## config.mk

```make
export PLATFORM = sky130hd
export DESIGN_NAME = cmsdk_apb4_eg_slave_interface_ws_flat
export DESIGN_NICKNAME = d
export VERILOG_FILES = /design/src/rtl/cmsdk_apb4_eg_pkg.sv /design/src/rtl/cmsdk_apb4_eg_slave_interface_ws_if.sv /design/src/rtl/cmsdk_apb4_eg_wait_timer.sv /design/src/rtl/cmsdk_apb4_eg_slave_interface_ws.sv /design/src/flat_wrapper.sv
export SDC_FILE = /design/constraint.sdc
export NUM_CORES = 1
export LEC_CHECK = 0
export CAP_MARGIN = 20
export CELL_PAD_IN_SITES_DETAIL_PLACEMENT = 1
export CELL_PAD_IN_SITES_GLOBAL_PLACEMENT = 2
export CORE_UTILIZATION = 21
export DETAILED_ROUTE_END_ITERATION = 6
export GPL_TIMING_DRIVEN = 0
export PLACE_DENSITY = 0.8
export SLEW_MARGIN = 20
export SYNTH_ARGS = -nofsm -noshare
export SYNTH_HDL_FRONTEND = slang
export SYNTH_SLANG_ARGS = --single-unit
```

## constraint.sdc

```tcl
create_clock -name pclk -period 1.7 [get_ports pclk]
set_input_delay 0.34 -clock pclk [delete_from_list [all_inputs] [get_ports pclk]]
set_output_delay 0.34 -clock pclk [all_outputs]
set_load 0.005 [all_outputs]
```

## src/rtl/cmsdk_apb4_eg_pkg.sv

```systemverilog
`default_nettype none
// ============================================================================
// Module      : cmsdk_apb4_eg_pkg
// Description : Shared types, defaults and helpers for the APB4 wait-state
//               slave interface.
// Revision    : 1.0
// ============================================================================
package cmsdk_apb4_eg_pkg;

  typedef enum logic [1:0] {
    ST_IDLE = 2'd0,
    ST_REQ  = 2'd1,
    ST_WAIT = 2'd2,
    ST_RESP = 2'd3
  } state_e;

  localparam int unsigned DEF_ADDR_LIMIT = 32'h400;
  localparam int          DEF_TIMEOUT    = 16;

  // Wait counter must hold values 0..timeout; never narrower than one bit.
  function automatic int cnt_width(input int timeout);
    int w;
    w = $clog2(timeout + 1);
    return (w < 1) ? 1 : w;
  endfunction

endpackage
`default_nettype wire

```

## src/rtl/cmsdk_apb4_eg_slave_interface_ws_if.sv

```systemverilog
`default_nettype none
// ============================================================================
// Module      : cmsdk_apb4_eg_slave_interface_ws_if
// Description : APB4 bus plus register request/acknowledge bundle.
// Revision    : 1.0
// ============================================================================
interface cmsdk_apb4_eg_slave_interface_ws_if #(
  parameter int ADDRWIDTH = 12
);
  logic                 psel;
  logic [ADDRWIDTH-1:0] paddr;
  logic                 penable;
  logic                 pwrite;
  logic [31:0]          pwdata;
  logic [3:0]           pstrb;
  logic [2:0]           pprot;
  logic [31:0]          prdata;
  logic                 pready;
  logic                 pslverr;
  logic [ADDRWIDTH-1:0] addr;
  logic                 read_en;
  logic                 write_en;
  logic [3:0]           byte_strobe;
  logic [31:0]          wdata;
  logic [31:0]          rdata;
  logic                 reg_ready;
  logic                 reg_err;

  modport slave (
    input  psel, paddr, penable, pwrite, pwdata, pstrb, pprot,
    input  rdata, reg_ready, reg_err,
    output prdata, pready, pslverr,
    output addr, read_en, write_en, byte_strobe, wdata
  );

  modport master (
    output psel, paddr, penable, pwrite, pwdata, pstrb, pprot,
    output rdata, reg_ready, reg_err,
    input  prdata, pready, pslverr,
    input  addr, read_en, write_en, byte_strobe, wdata
  );

endinterface
`default_nettype wire

```

## src/rtl/cmsdk_apb4_eg_wait_timer.sv

```systemverilog
`default_nettype none
// ============================================================================
// Module      : cmsdk_apb4_eg_wait_timer
// Description : Loadable wait-state counter with timeout compare.
// Revision    : 1.0
// ============================================================================
module cmsdk_apb4_eg_wait_timer
  import cmsdk_apb4_eg_pkg::*;
#(
  parameter int TIMEOUT = DEF_TIMEOUT
) (
  input  wire logic clk_i,
  input  wire logic rst_i,
  input  wire logic start_i,
  input  wire logic enable_i,
  output logic      expired_o
);

  localparam int            CW      = cnt_width(TIMEOUT);
  localparam logic [CW-1:0] C_LIMIT = CW'(TIMEOUT);

  logic [CW-1:0] cnt_q;

  // Loading 1 marks the first WAIT cycle.
  always_ff @(posedge clk_i) begin
    if (rst_i) begin
      cnt_q <= '0;
    end else if (start_i) begin
      cnt_q <= CW'(1);
    end else if (enable_i) begin
      cnt_q <= cnt_q + CW'(1);
    end
  end

  assign expired_o = (TIMEOUT != 0) && (cnt_q == C_LIMIT);

endmodule
`default_nettype wire

```

## src/rtl/cmsdk_apb4_eg_slave_interface_ws.sv

```systemverilog
`default_nettype none
// ============================================================================
// Module      : cmsdk_apb4_eg_slave_interface_ws
// Description : APB4 slave front-end to a req/ack register bank with wait
//               states, timeout, decode and privilege errors.
// Revision    : 1.0
// ============================================================================
module cmsdk_apb4_eg_slave_interface_ws
  import cmsdk_apb4_eg_pkg::*;
#(
  parameter int          ADDRWIDTH  = 12,
  parameter int unsigned ADDR_LIMIT = DEF_ADDR_LIMIT,
  parameter int          TIMEOUT    = DEF_TIMEOUT,
  parameter int          PRIV_ONLY  = 0
) (
  input wire logic pclk,
  input wire logic preset,
  cmsdk_apb4_eg_slave_interface_ws_if.slave bus
);

  state_e               state_q;
  logic                 pwrite_q;
  logic [ADDRWIDTH-1:0] addr_q;
  logic [31:0]          wdata_q;
  logic [3:0]           strb_q;
  logic                 read_en_q;
  logic                 write_en_q;
  logic                 pready_q;
  logic                 pslverr_q;
  logic [31:0]          prdata_q;

  logic w_dec_err;
  logic w_start;
  logic w_enable;
  logic w_expired;
  logic w_unused_pprot;

  assign w_dec_err = (32'(bus.paddr) >= ADDR_LIMIT) ||
                     ((PRIV_ONLY != 0) && !bus.pprot[0]);
  assign w_unused_pprot = ^bus.pprot[2:1];

  assign w_start  = (state_q == ST_REQ)  && bus.psel && !bus.reg_ready;
  assign w_enable = (state_q == ST_WAIT) && bus.psel && !bus.reg_ready && !w_expired;

  cmsdk_apb4_eg_wait_timer #(
    .TIMEOUT (TIMEOUT)
  ) u_wait_timer (
    .clk_i     (pclk),
    .rst_i     (preset),
    .start_i   (w_start),
    .enable_i  (w_enable),
    .expired_o (w_expired)
  );

  // pslverr_q doubles as the error flag: it is only ever visible in RESP.
  always_ff @(posedge pclk) begin
    if (preset) begin
      state_q    <= ST_IDLE;
      pwrite_q   <= 1'b0;
      addr_q     <= '0;
      wdata_q    <= '0;
      strb_q     <= '0;
      read_en_q  <= 1'b0;
      write_en_q <= 1'b0;
      pready_q   <= 1'b0;
      pslverr_q  <= 1'b0;
      prdata_q   <= '0;
    end else begin
      read_en_q  <= 1'b0;
      write_en_q <= 1'b0;
      pready_q   <= 1'b0;
      pslverr_q  <= 1'b0;
      prdata_q   <= '0;
      unique case (state_q)
        ST_IDLE: begin
          if (bus.psel && !bus.penable) begin
            addr_q   <= bus.paddr;
            pwrite_q <= bus.pwrite;
            wdata_q  <= bus.pwdata;
            strb_q   <= bus.pwrite ? bus.pstrb : 4'b0000;
            if (w_dec_err) begin
              state_q   <= ST_RESP;
              pready_q  <= 1'b1;
              pslverr_q <= 1'b1;
            end else begin
              state_q    <= ST_REQ;
              read_en_q  <= !bus.pwrite;
              write_en_q <= bus.pwrite;
            end
          end
        end
        ST_REQ, ST_WAIT: begin
          // Abort takes priority; a late reg_ready then lands in IDLE and is ignored.
          if (!bus.psel) begin
            state_q <= ST_IDLE;
          end else if (bus.reg_ready) begin
            state_q   <= ST_RESP;
            pready_q  <= 1'b1;
            pslverr_q <= bus.reg_err;
            prdata_q  <= (!pwrite_q && !bus.reg_err) ? bus.rdata : 32'h0;
          end else if ((state_q == ST_WAIT) && w_expired) begin
            state_q   <= ST_RESP;
            pready_q  <= 1'b1;
            pslverr_q <= 1'b1;
          end else if (state_q == ST_REQ) begin
            state_q <= ST_WAIT;
          end
        end
        ST_RESP: begin
          state_q <= ST_IDLE;
        end
        default: begin
          state_q <= ST_IDLE;
        end
      endcase
    end
  end

  assign bus.prdata      = prdata_q;
  assign bus.pready      = pready_q;
  assign bus.pslverr     = pslverr_q;
  assign bus.addr        = addr_q;
  assign bus.read_en     = read_en_q;
  assign bus.write_en    = write_en_q;
  assign bus.byte_strobe = strb_q;
  assign bus.wdata       = wdata_q;

`ifdef ARM_APB_ASSERT_ON
  a_err_needs_ready: assert property (@(posedge pclk) disable iff (preset)
    pslverr_q |-> pready_q);
  a_req_exclusive: assert property (@(posedge pclk) disable iff (preset)
    !(read_en_q && write_en_q));
  a_req_single: assert property (@(posedge pclk) disable iff (preset)
    (read_en_q || write_en_q) |=> !(read_en_q || write_en_q));
`endif

endmodule
`default_nettype wire

```

## src/flat_wrapper.sv

```systemverilog
// flat-port wrapper written by rule: the top's interface ports become plain ports
module cmsdk_apb4_eg_slave_interface_ws_flat import cmsdk_apb4_eg_pkg::*;
#(
  parameter int          ADDRWIDTH  = 12,
  parameter int unsigned ADDR_LIMIT = DEF_ADDR_LIMIT,
  parameter int          TIMEOUT    = DEF_TIMEOUT,
  parameter int          PRIV_ONLY  = 0
)
  (pclk, preset, bus_psel, bus_paddr, bus_penable, bus_pwrite, bus_pwdata, bus_pstrb, bus_pprot, bus_rdata, bus_reg_ready, bus_reg_err, bus_prdata, bus_pready, bus_pslverr, bus_addr, bus_read_en, bus_write_en, bus_byte_strobe, bus_wdata);
  cmsdk_apb4_eg_slave_interface_ws_if #(.ADDRWIDTH(ADDRWIDTH)) bus_i ();
  input wire logic pclk;
  input wire logic preset;
  input wire logic [$bits(bus_i.psel)-1:0] bus_psel;
  input wire logic [$bits(bus_i.paddr)-1:0] bus_paddr;
  input wire logic [$bits(bus_i.penable)-1:0] bus_penable;
  input wire logic [$bits(bus_i.pwrite)-1:0] bus_pwrite;
  input wire logic [$bits(bus_i.pwdata)-1:0] bus_pwdata;
  input wire logic [$bits(bus_i.pstrb)-1:0] bus_pstrb;
  input wire logic [$bits(bus_i.pprot)-1:0] bus_pprot;
  input wire logic [$bits(bus_i.rdata)-1:0] bus_rdata;
  input wire logic [$bits(bus_i.reg_ready)-1:0] bus_reg_ready;
  input wire logic [$bits(bus_i.reg_err)-1:0] bus_reg_err;
  output wire logic [$bits(bus_i.prdata)-1:0] bus_prdata;
  output wire logic [$bits(bus_i.pready)-1:0] bus_pready;
  output wire logic [$bits(bus_i.pslverr)-1:0] bus_pslverr;
  output wire logic [$bits(bus_i.addr)-1:0] bus_addr;
  output wire logic [$bits(bus_i.read_en)-1:0] bus_read_en;
  output wire logic [$bits(bus_i.write_en)-1:0] bus_write_en;
  output wire logic [$bits(bus_i.byte_strobe)-1:0] bus_byte_strobe;
  output wire logic [$bits(bus_i.wdata)-1:0] bus_wdata;
  assign bus_i.psel = bus_psel;
  assign bus_i.paddr = bus_paddr;
  assign bus_i.penable = bus_penable;
  assign bus_i.pwrite = bus_pwrite;
  assign bus_i.pwdata = bus_pwdata;
  assign bus_i.pstrb = bus_pstrb;
  assign bus_i.pprot = bus_pprot;
  assign bus_i.rdata = bus_rdata;
  assign bus_i.reg_ready = bus_reg_ready;
  assign bus_i.reg_err = bus_reg_err;
  assign bus_prdata = bus_i.prdata;
  assign bus_pready = bus_i.pready;
  assign bus_pslverr = bus_i.pslverr;
  assign bus_addr = bus_i.addr;
  assign bus_read_en = bus_i.read_en;
  assign bus_write_en = bus_i.write_en;
  assign bus_byte_strobe = bus_i.byte_strobe;
  assign bus_wdata = bus_i.wdata;
  cmsdk_apb4_eg_slave_interface_ws #(.ADDRWIDTH(ADDRWIDTH), .ADDR_LIMIT(ADDR_LIMIT), .TIMEOUT(TIMEOUT), .PRIV_ONLY(PRIV_ONLY)) u_core (.pclk(pclk), .preset(preset), .bus(bus_i));
endmodule
```

==> metrics.cfg <==
[clock_network]
root_buffer=clkbuf_16
cts_sinks=92
clock_latency_ns=0.35
clk_pin_slew_worst_paths_ns=0.07
numCtsBuffers=9
clk_path_buf_depth=2
cts_tree=built
htree_levels=3

[die]
die_w_um=124
core-area_um2=14600
dieHeight_um=124
io_pins=174
dieArea_um2=15500
start_util_pct=21.6
std_cell_rows=44

[synthesis]
synthArstFlopShare_pct=0
synth_common_cells=nand2_1 (95), dfxtp_1 (92), a21oi_1 (52)
yosys_warnings=0
synth.most_common_cell=nand2_1
yosysTopAreaCellShare_pct=58.5
synth_seq_area_share_pct=58.5
yosys.area.top_type=dfxtp_1
post_synth.cell_area_avg_um2=9.07
synth_seq_cells=92
synth_top_cells_by_area=dfxtp_1 (59%), nand2_1 (11%), a21oi_1 (8.3%)
synth_cell_types=28
synth_fp_nets=444
syn-instance-count=347
synth_area_um2=3150
synth_ff_type=dfxtp_1
synth_edf_count=0

[placed_design]
port_buffers=170
place_congestion=0.715
place_ws_ns=-0.434
dpl.cell_count=701
post-dp-hpwl_mm=7.93

[worst_setup_path]
cp_top_family=flip-flops
setup.worst_path.end_class=flop
worst_path_max_delay_cell=dfxtp_2
cpPeakStageDelay_ns=0.35
critPathKind=flop to flop
cp.required_ns=1.92
cp_max_fo=4
arrival_ns=1.80
crit_chain=inv_2 > ha_1 > and3b_1 > a22oi_1 > mux2i_1 > nor2_1
crit_buf_inv=1
startpoint_type=flop

[global_route]
grt_max_degree=16
grt_use_total_pct=13.4
antenna_found_initial=0
grt_pass1_wl_mm=16.4
grt_pass1_vias=3335
overflow=0

[detailed_routing]
via_per_inst=4.20
antenna_left=0
num_vias=3026
first_iter_violations=54
wl_mm=10.2
wl_per_cell_um=14.2
drc_errors=0
drtPass1Iterations=6

[timing]
tightest_slew_ns=0.501
setup_viol=0
hold_viol_final=0
setup_slack_ns=0.118
fin_crit_ns=1.58
rsz0062_at_grt=false
drv_slew=0
period_share_pct=93.1
clock_skew_ns=0.00566
max_freq_mhz=632
relSlewSlack_pct=66.6

[run_status]
status=finished, final reports clean

[power_and_ir_drop]
power.leakage_nw=2.01
power_mw=5.79
peakVddDrop_mv=0.378
powerDensity_nw_per_um2=1060

[cells_and_area]
nets=628
synthToLayoutAreaGrowth_pct=73.0
antenna_cells=0
drive_above_1_share_pct=8.77
fin_cells=720
utilization_pct=37.3

[run]
drv_cap=0

[min_path]
hold_path.class=input port to flop

where the power goes:
part	internal (mW)	leakage [nW]	switching (mW)	total, mW
Clock	1.03	0.132	0.870	1.90
Combinational	0.765	1.13	0.649	1.41
Sequential	2.36	0.747	0.110	2.47
Total	4.16	2.01	1.63	5.79
final timing paths:
path	startpoint	endpoint	slack [ns]	cells after the start
max	u_core.state_q[0]$_SDFFE_PP0P_	u_core.state_q[1]$_SDFFE_PP0P_	0.12	6
max reg2reg	u_core.state_q[0]$_SDFFE_PP0P_	u_core.state_q[1]$_SDFFE_PP0P_	0.12	6
min reg2reg	u_core.bus.wdata[11]$_SDFFE_PP0P_	u_core.bus.wdata[11]$_SDFFE_PP0P_	0.45	2
min	bus_psel	u_core.u_wait_timer.cnt_q[0]$_SDFFE_PP0P_	0.44	3
metal layers:
| layer | wire [µm] | share of wire [%] | vias to the layer above | global-route usage, % |
|---|---|---|---|---|
| li1 | - | - | 1486 | - |
| met1 | 3980 | 39 | 1422 | 13.5 |
| met2 | 5130 | 50 | 105 | 23.9 |
| met3 | 901 | 8.8 | 13 | 5.28 |
| met4 | 219 | 2.1 | 0 | 6.73 |
| met5 | 0 | 0 | - | 0 |
through the flow:
| stage | setup TNS, ns | hold slack (ns) | instance area, µm² |
|---|---|---|---|
| global placement | -29.58 | 0.440 | 5080 |
| finish | 0 | 0.437 | 5440 |
| floorplan | 0 | 0.411 | 3150 |
| global route | 0 | 0.455 | 5440 |
| detailed placement | -32.38 | 0.448 | 5080 |
| CTS | -0.198 | 0.458 | 5410 |
tightest hold or removal path, stage by stage:
cell and delay, ns:
dlymetal6s2s_1 0.19, nand3_1 0.14, a21oi_1 0.07
logic make-up after synthesis:
| family | share of synthesized area (%) |
|---|---|
| buffers and inverters | 3.50 |
| AO/OA/AOI/OAI | 9.62 |
| AND/OR/NAND/NOR | 24.1 |
| adder cells (fa/ha/maj) | 2.78 |
| flip-flops | 58.5 |
| multiplexers | 0.318 |
| XOR/XNOR | 1.11 |
layout by cell type (no fill, tap or decap), drive strengths merged, types with 2 or more instances in the layout:
| cell type | Yosys | layout |
|---|---|---|
| clkinvlp | 0 | 2 |
| nand2b | 2 | 2 |
| a211oi | 2 | 2 |
| ha | 7 | 7 |
| nor3 | 3 | 3 |
| or2 | 2 | 2 |
| xor2 | 3 | 3 |
| dfxtp | 92 | 92 |
| inv | 6 | 6 |
| o21ai | 2 | 2 |
| clkbuf | 10 | 20 |
| clkinv | 0 | 3 |
| nand2 | 95 | 95 |
| and2 | 33 | 33 |
| clkdlybuf4s50 | 0 | 169 |
| nor4b | 2 | 2 |
| buf | 10 | 14 |
| a21oi | 52 | 52 |
| nor2 | 9 | 9 |
| nand3 | 9 | 9 |
sequential cells by signal, summed over array words and instances (netlist names), 2 cells and up:
register,cells
u_core.bus.addr,12
u_core.bus.byte_strobe,4
u_core.bus.prdata,32
u_core.bus.wdata,32
u_core.state_q,2
u_core.u_wait_timer.cnt_q,5
what timing repair did:
item                                    in CTS  in global routing
endpoints found under the setup margin      80                 67
setup buffers                                2                  1
resized for setup                           16                 11
hold buffers                                 0                  0
pin swaps                                    1                  0
gates cloned                                 0                  0
layout make-up:
type                       instances  area (µm²)
inverter                           6        22.5
clock buffer                      11         243
tap                              184         230
sequential                        92        1850
fill                            1666        9150
clock inverter                     5        37.5
multi-input combinational        229        1220
timing repair buffer             173        1730
buffer                            20         116
(Power assumes the default switching activity.)
